[src/rtl/nes_pad_responder.sv]
// Device end of the NES joypad link: emulates a 4021-based pad with turbo on A/B and read statistics.
// joy_strobe/joy_clock are synchronised and glitch-filtered before any edge is acted on.
module nes_pad_responder #(
  parameter int   SYNC_STAGES = 2,
  parameter int   FILT_CYCLES = 3,
  parameter int   TURBO_DIV   = 4,
  parameter logic FILL_BIT    = 1'b1
) (
  input  logic        clock,
  input  logic        reset,
  input  logic [7:0]  buttons_in,
  input  logic [1:0]  turbo_en,
  input  logic        joy_strobe,
  input  logic        joy_clock,
  output logic        joy_data,
  output logic        latch_pulse,
  output logic [15:0] read_count,
  output logic [3:0]  bits_pending,
  output logic        overread
);

  localparam int FCW = $clog2(FILT_CYCLES + 1);
  localparam int TCW = $clog2(TURBO_DIV + 1);

  typedef enum logic [1:0] {IDLE, LATCH, SHIFT, DONE} state_t;

  state_t                 state_q, state_nx;
  logic [1:0]             pins;
  logic [SYNC_STAGES-1:0] sync_p0 [2];
  logic [FCW-1:0]         fcnt_q  [2];
  logic [1:0]             filt_p1, filt_p2;
  logic                   s_lvl, s_rise, s_fall, c_rise;
  logic [7:0]             shreg, shifted, eff;
  logic [TCW-1:0]         tcnt;
  logic                   phase;
  logic                   do_load, do_shift, do_count;

  // Index 0 carries the strobe line, index 1 the shift clock.
  assign pins = {joy_clock, joy_strobe};

  // Stage p0/p1: synchronise, then only flip the filtered level after FILT_CYCLES disagreeing cycles
  always_ff @(posedge clock) begin
    if (reset) begin
      for (int i = 0; i < 2; i++) begin
        sync_p0[i] <= '0;
        fcnt_q[i]  <= '0;
      end
      filt_p1 <= '0;
      filt_p2 <= '0;
    end else begin
      for (int i = 0; i < 2; i++) begin
        sync_p0[i] <= {sync_p0[i][SYNC_STAGES-2:0], pins[i]};
        if (sync_p0[i][SYNC_STAGES-1] == filt_p1[i]) begin
          fcnt_q[i] <= '0;
        end else if (fcnt_q[i] == FCW'(FILT_CYCLES - 1)) begin
          fcnt_q[i]  <= '0;
          filt_p1[i] <= ~filt_p1[i];
        end else begin
          fcnt_q[i] <= fcnt_q[i] + 1'b1;
        end
      end
      filt_p2 <= filt_p1;
    end
  end

  // Stage p2: edge detection on filtered levels feeds the pad FSM
  assign s_lvl   = filt_p1[0];
  assign s_rise  = filt_p1[0] & ~filt_p2[0];
  assign s_fall  = ~filt_p1[0] & filt_p2[0];
  assign c_rise  = filt_p1[1] & ~filt_p2[1];
  assign shifted = {FILL_BIT, shreg[7:1]};

  always_comb begin
    eff    = buttons_in;
    eff[0] = buttons_in[0] & (~turbo_en[0] | phase);
    eff[1] = buttons_in[1] & (~turbo_en[1] | phase);
  end

  // A strobe rising edge overrides everything, including a coincident shift clock.
  always_comb begin
    state_nx = state_q;
    do_load  = 1'b0;
    do_shift = 1'b0;
    do_count = 1'b0;
    if (s_rise) begin
      state_nx = LATCH;
      do_load  = 1'b1;
    end else begin
      case (state_q)
        IDLE: if (s_lvl) begin
          state_nx = LATCH;
          do_load  = 1'b1;
        end
        LATCH: begin
          do_load = 1'b1;
          if (s_fall) begin
            state_nx = SHIFT;
            do_count = 1'b1;
          end
        end
        SHIFT: if (c_rise) begin
          do_shift = 1'b1;
          if (bits_pending == 4'd1) state_nx = DONE;
        end
        DONE: if (c_rise) do_shift = 1'b1;
        default: state_nx = IDLE;
      endcase
    end
  end

  always_ff @(posedge clock) begin
    if (reset) begin
      state_q      <= IDLE;
      shreg        <= '0;
      joy_data     <= 1'b1;
      latch_pulse  <= 1'b0;
      read_count   <= '0;
      bits_pending <= '0;
      overread     <= 1'b0;
      tcnt         <= '0;
      phase        <= 1'b1;
    end else begin
      state_q     <= state_nx;
      latch_pulse <= do_count;
      if (do_load) begin
        shreg        <= eff;
        bits_pending <= 4'd8;
        joy_data     <= ~eff[0];
      end else if (do_shift) begin
        shreg    <= shifted;
        joy_data <= ~shifted[0];
        if (state_q == SHIFT) bits_pending <= bits_pending - 4'd1;
        else                  overread     <= 1'b1;
      end
      if (do_count) begin
        read_count <= read_count + 16'd1;
        overread   <= 1'b0;
        if (tcnt == TCW'(TURBO_DIV - 1)) begin
          tcnt  <= '0;
          phase <= ~phase;
        end else begin
          tcnt <= tcnt + 1'b1;
        end
      end
    end
  end

endmodule

[config.mk]
export PLATFORM = sky130hd
export DESIGN_NAME = nes_pad_responder
export DESIGN_NICKNAME = d
export VERILOG_FILES = /design/src/rtl/nes_pad_responder.sv
export SDC_FILE = /design/constraint.sdc
export NUM_CORES = 1
export LEC_CHECK = 0
export CORE_ASPECT_RATIO = 0.8
export CORE_UTILIZATION = 48
export CTS_CLUSTER_SIZE = 20
export DETAILED_ROUTE_END_ITERATION = 7
export PLACE_DENSITY_LB_ADDON = 0.12
export SLEW_MARGIN = 20
export SYNTH_ARGS = -nofsm -noshare
export SYNTH_HDL_FRONTEND = slang
export SYNTH_SLANG_ARGS = --single-unit
[constraint.sdc]
create_clock -name clock -period 1.94 [get_ports clock]
set_clock_uncertainty 0.1 [all_clocks]
set_input_delay 0.388 -clock clock [delete_from_list [all_inputs] [get_ports clock]]
set_output_delay 0.388 -clock clock [all_outputs]
set_load 0.05 [all_outputs]
==> qor.yml, run 1 <==
seqCellArea_mm2: 0.001016
dpl.hpwl_um: 3263
nNetsFinal: 323
grt_pass1_vias: 1719
p_sw_w: 0.0008169
arrival_ns: 1.95
r2r_cells: 5
start_util: 0.4986
path_max_fanout: 5
yosysSeqAreaShare: 0.4393
netlist_top_cells_count: "dfxtp_1 (44), nor2_1 (25), a21oi_1 (16), nand2_1 (16), ha_1 (15)"
cts.sinks: 48
r2r-end: "bits_pending[1]"
cap_viol_max_count: 0
die_y_um: 63.62
p_leak_nw: 1.142
synthFlopType: "dfxtp_1"
crit_required_ns: 2.03
grt.total_usage: 0.1987
path_delay_family: "compound AO/OA/AOI/OAI gates"
syn_to_final_growth_pct: 28.61
multiInputGateArea_mm2: 0.001230
share_comb_of_total_power: 0.285
synth.distinct_cells: 45
insertedDiodeCount: 0
critPathLaunch: "state_q[1]"
rrSetupSlack_ns: 0.08
hold_buffers: 0
nFillCells: 419
endpoint_kind: "flip-flop"
die_x_um: 79.03
critPathLaunchType: "flip-flop"
drt-total-wl_um: 4569
hp-start: "sync_p0[0][0]"
ys_warn_count: 0
final_max_slew_viol_count: 0
cts_buffers: 5
antenna_left: 0
rows: 22
pin_count: 37
hold_violations: 0
firstDrtPassIters: 4
swShare: 0.3162
antenna_found_initial: 0
port_buffers: 36
fin_crit_ns: 1.859
grt_pass1_wl_um: 7783
hold_depth: 1
clock_power_share: 0.260
grt_remaining_overflow: 0
synthCells: 242
async_reset_ff_frac: 0
outcome: "finished, final reports clean"
ys_ff_latch: 48
core_mm2: 0.004569
syn_avg_cell_area_um2: 9.415
setup_viol: 0
crit_buf_inv: 2
clock_latency_ns: 0.30
ys_top_cells_by_area: "dfxtp_1 (39%), ha_1 (8.2%), edfxtp_1 (5.3%), nor2_1 (4.1%), a21oi_1 (3.5%)"
place_congestion: 0.8366
clockBufferDepth: 2
die_area_mm2: 0.005028
hp-class: "reg -> reg"
h-tree-depth: 2
min_period_over_period: 0.9581
drc: 0
fin_total_pwr_w: 0.002583
drt-vias-per-instance: 5.104
intPower_w: 0.001767
grt_max_degree: 28
root_buffer: "clkbuf_8"
p_seq_frac: 0.454
finalSetupTns_ns: 0
syn-cell-area_mm2: 0.002278
vias: 1812
worst_ir_drop_vdd_mv: 0.5130
drt_iter0_markers: 102
slowest_delay_ns: 0.49
layout-drive-gt1-share: 0.2508
synth-edff-count: 4
reg2reg_from: "state_q[1]"
cts_tree: "built"
wire_per_inst_um: 12.87
fmax_mhz: 538.0
slowest_stage: "a311o_1"
hold_path_end: "sync_p0[0][1]"
utilization: 0.6413
crit_type: "reg -> reg"
synth.most_common_cell: "dfxtp_1"
clkSlewWorstSetupHoldPaths_ns: 0.09
crit_chain: "inv_2 > buf_4 > ha_1 > a311o_1 > a2111oi_1"
powerDensity_mw_per_mm2: 881.6
synth_top_area_frac: 0.3866
synth_top_cell_by_area: "dfxtp_1"
-- worst register-to-register path, stage by stage (launching register included) --
cell and delay (ns):
dfxtp_2 0.38, inv_2 0.07, buf_4 0.14, ha_1 0.26, a311o_1 0.49, a2111oi_1 0.31
-- state kept, by name, summed over array words and instances, names as in the netlist --
register,cells
read_count,16
shreg,7
bits_pending,4
fcnt_q,4
sync_p0,4
tcnt,3
filt_p1,2
filt_p2,2
state_q,2
joy_data,1
latch_pulse,1
overread,1
phase,1
-- per-layer routing --
layer  global-route usage  up-vias  wire length [um]
li1                     -      949                 -
met1               0.2851      823              2388
met2               0.2877       33              1959
met3              0.04783        7               160
met4              0.06818        0                59
met5                    0        -                 0
-- layout make-up --
type	instances	share of cell area
tap	60	0.02562
inverter	13	0.01665
clock inverter	2	0.004270
timing repair buffer	54	0.1550
clock buffer	6	0.03202
sequential	48	0.3467
multi-input combinational	172	0.4197
-- power groups by stage --
| stage | registers [W] | logic, W | clock network [W] |
|---|---|---|---|
| floorplan | 0.00124 | 0.000413 | 0 |
| global placement | 0.00119 | 0.000647 | 0 |
| detailed placement | 0.00119 | 0.000664 | 0 |
| CTS | 0.00117 | 0.000668 | 0.000689 |
| global route | 0.00119 | 0.000806 | 0.000729 |
| finish | 0.00117 | 0.000737 | 0.000672 |
-- layout by cell type, fill, tap and decap left out, types with 5 or more instances in the layout --
master,count
a211oi_1,6
a21oi_1,16
buf_4,39
clkbuf_8,5
clkdlybuf4s50_1,13
dfxtp_1,32
dfxtp_2,12
ha_1,12
inv_1,11
mux2i_1,8
nand2_1,16
nand3_1,5
nor2_1,25
nor2b_1,8
nor3_1,8
o31ai_1,5
or4_1,5
xnor2_1,9
-- cell families (layout without fill, tap and decap cells) --
| family | count (synthesis) | count (layout) | share of synthesized area |
|---|---|---|---|
| compound gates | 44 | 44 | 0.1313 |
| xor+xnor | 13 | 13 | 0.04997 |
| fa+ha+maj | 15 | 15 | 0.08237 |
| buf+inv | 25 | 75 | 0.04613 |
| flops | 48 | 48 | 0.4393 |
| mux | 8 | 8 | 0.03515 |
| other cells | 1 | 4 | 0.001646 |
| simple gates | 88 | 88 | 0.2142 |
-- per-stage QoR --
| step | instances | hold slack [ns] | instance area [um^2] | worst slack [ns] |
|---|---|---|---|---|
| after floorplan | 245 | 0.3138 | 2306 | 0.003661 |
| after global placement | 346 | 0.3212 | 2768 | 0.05154 |
| after detailed placement | 346 | 0.3264 | 2768 | 0.005300 |
| after CTS | 354 | 0.3469 | 2877 | 0.01001 |
| after global routing | 355 | 0.3694 | 2930 | -0.01267 |
| final | 355 | 0.3449 | 2930 | 0.08135 |
-- what timing repair did --
| item | 4_1_cts | 5_1_grt |
|---|---|---|
| setup endpoints to repair | 1 | 14 |
| pin swaps | 0 | 2 |
| gates resized for setup | 1 | 9 |
| hold endpoints to repair | 0 | 0 |
| cloned | 0 | 0 |
| buffers inserted | 0 | 1 |
-- worst max-delay path by stage --
stage / slack, ns / cells after the start / end
after floorplan: 0.004 / 6 / read_count[15]
final: 0.08 / 5 / bits_pending[1]
after global placement: 0.05 / 6 / read_count[15]
after CTS: 0.01 / 6 / read_count[15]
after detailed placement: 0.005 / 6 / read_count[15]
after global routing: -0.01 / 5 / bits_pending[1]
(Power assumes the default switching activity.)
==> run 2, diff against run 1 <==
Settings changed: ABC_AREA set to 1, SLEW_MARGIN 20 to 0.
==> qor.yml, run 2 <==
fin_crit_ns: 1.781  # -0.07792 ns
place_congestion: 0.8276  # -1.1%
rrSetupSlack_ns: 0.16  # +0.08 ns
r2r-end: "bits_pending[3]"
synthCells: 327  # +35%
async_reset_ff_frac: 0  # unchanged
drt-total-wl_um: 4839  # +5.9%
antenna_left: 0  # unchanged
finalSetupTns_ns: 0  # unchanged
cpMostUsedCell: "nor2_1"
hp-class: "reg -> reg"
synth-simple-area-share: 0.3128  # +0.09865
netlist_top_cells_count: "nand2_1 (73), nor2_1 (50), dfxtp_1 (44)"
slowest_stage: "dfxtp_1"
ys_top_cells_by_area: "dfxtp_1 (36%), nand2_1 (11%), ha_1 (7.7%), nor2_1 (7.7%), inv_1 (6.6%)"
synth_xor_area_frac: 0.007179  # -0.04279
layout-drive-gt1-share: 0.1604  # -0.09042
grt_remaining_overflow: 0  # unchanged
drc: 0  # unchanged
critPathLaunchType: "flip-flop"
dpl.hpwl_um: 3620  # +11%
final_cell_count_no_fill: 434  # +22%
hold_violations: 0  # unchanged
largest_reg_flops: 16  # unchanged
setup_viol: 0  # unchanged
wire_per_inst_um: 11.15  # -13%
r2r_cells: 9  # +4
grt_max_degree: 18  # -36%
firstDrtPassIters: 4  # unchanged
drt_iter0_markers: 86  # -16%
clkSlewWorstSetupHoldPaths_ns: 0.08  # about the same
synth_top_family_by_area: "simple AND/OR/NAND/NOR gates"
insertedDiodeCount: 0  # unchanged
port_buffers: 36  # unchanged
die_y_um: 65.77  # +3.4%
powerDensity_mw_per_mm2: 717.7  # -19%
ys_warn_count: 0  # unchanged
h-tree-depth: 2  # unchanged
reg.largest.list: "read_count x16, shreg x7"
utilization: 0.6234  # -0.01788
syn_avg_cell_area_um2: 7.461  # -21%
p_leak_nw: 1.310  # +15%
grt.total_usage: 0.1983  # -0.0003596
arrival_ns: 1.86  # -0.09 ns
cts_resized: 0  # -1
clock_latency_ns: 0.29  # about the same
critPathLaunch: "state_q[1]"
fin_total_pwr_w: 0.002118  # -18%
slowest_delay_ns: 0.36  # -0.13 ns
clockBufferDepth: 2  # unchanged
cts_buffers: 5  # unchanged
synth.most_common_cell: "nand2_1"
syn_to_final_growth_pct: 20.97
root_buffer: "clkbuf_8"
grt_pass1_vias: 1809  # +5.2%
crit_required_ns: 2.02  # about the same
grt_pass1_wl_um: 8100  # +4.1%
top_register: "read_count"
post-cts-setup-buffers: 0  # unchanged
pin_count: 37  # unchanged
yosysSeqAreaShare: 0.4103  # -0.02906
synth-edff-count: 4  # unchanged
reg2reg_from: "state_q[1]"
synth_top_cell_by_area: "dfxtp_1"
cts.sinks: 48  # unchanged
fmax_mhz: 561.6  # +4.4%
final_max_slew_viol_count: 0  # unchanged
hold_ws_ns: 0.3050  # -0.03997 ns
antenna_found_initial: 0  # unchanged
hold_depth: 2  # +1
final_common_cell: "nand2_1"
synth_top_area_frac: 0.3610  # -0.02558
core_mm2: 0.004735  # +3.6%
crit_path_end: "bits_pending[3]"
synthFlopType: "dfxtp_1"
final_cell_mix: "nand2_1 (73), nor2_1 (50), dfxtp_1 (43)"
min_period_over_period: 0.9179  # -0.04016
yosys.area_share.adder: 0.07692  # -0.005449
synth.distinct_cells: 33  # -27%
ys_ff_latch: 48  # unchanged
hold_buffers: 0  # unchanged
crit_chain: "inv_1 > ha_1 > nand3_1 > nand3_4 > clkinv_2 > o21ai_0 > nor2_1 > nor2_1 > nor2_1"
crit_type: "reg -> reg"
rows: 22  # unchanged
die_x_um: 81.71  # +3.4%
nNetsFinal: 402  # +24%
cap_viol_max_count: 0  # unchanged
path_max_fanout: 14  # +9
muxShareOfSynthArea: 0  # -0.03515
rsz0062_at_grt: "false"
start_util: 0.5153  # +0.01670
endpoint_kind: "flip-flop"
worst_ir_drop_vdd_mv: 0.4830  # -5.9%
drt-vias-per-instance: 4.790  # -6.1%
nFillCells: 452  # +7.9%
placed_cells: 426  # +23%
cts_tree: "built"
outcome: "finished, final reports clean"
vias: 2079  # +15%
synth_compound_area_frac: 0.1010  # -0.03022
die_area_mm2: 0.005374  # +6.9%
syn-cell-area_mm2: 0.002440  # +7.1%
run 2: routing by layer:
metal / GRT usage / share of wire / up-vias
li1: - / - / 1126
met1: 0.2842 / 0.54 / 910
met2: 0.3000 / 0.40 / 37
met3: 0.04138 / 0.052 / 6
met4: 0.05263 / 0.0085 / 0
met5: 0 / 0 / -
run 2: worst min-delay path by stage:
stage | slack (ns) | endpoint | from
after CTS | 0.31 | sync_p0[0][3] | sync_p0[0][2]
after floorplan | 0.29 | sync_p0[0][1] | sync_p0[0][0]
after global routing | 0.33 | sync_p0[0][1] | sync_p0[0][0]
after detailed placement | 0.30 | sync_p0[0][1] | sync_p0[0][0]
after global placement | 0.29 | sync_p0[0][3] | sync_p0[0][2]
final | 0.30 | sync_p0[0][3] | sync_p0[0][2]
run 2: logic make-up after synthesis:
family,after synthesis
other,1
adder cells (fa/ha/maj),15
AO/OA/AOI/OAI,43
AND/OR/NAND/NOR,163
XOR/XNOR,2
flip-flops,48
buffers and inverters,55
run 2: layout make-up:
cell class	count	area [um^2]	share of cell area
sequential	48	1002	0.3396
timing repair buffer	41	345.3	0.1170
tap	60	75.07	0.02543
inverter	50	191.4	0.06486
multi-input combinational	227	1247	0.4226
clock buffer	8	90.09	0.03052
run 2: power breakdown:
part | total (W) | switching, W | leakage, nW | internal, W
registers | 0.00111 | 0.0000491 | 0.399 | 0.00106
logic | 0.000414 | 0.000260 | 0.865 | 0.000155
clock network | 0.000599 | 0.000308 | 0.0455 | 0.000291
total | 0.00212 | 0.000616 | 1.31 | 0.00150
run 2: critical path: cells and delay by family, from the launching register on:
family                   cells  cell delay [ns]
adder cells (fa/ha/maj)      1             0.22
flip-flops                   1             0.36
buffers and inverters        2             0.38
AO/OA/AOI/OAI                1             0.13
AND/OR/NAND/NOR              5             0.49
run 2: through the flow:
| stage | cell area, um^2 | worst slack (ns) |
|---|---|---|
| 6_report | 2952 | 0.1593 |
| 5_1_grt | 2952 | 0.01360 |
| 4_1_cts | 2929 | 0.04336 |
| 3_5_place_dp | 2839 | 0.1279 |
| 3_3_place_gp | 2839 | 0.1376 |
| 2_1_floorplan | 2451 | 0.2066 |
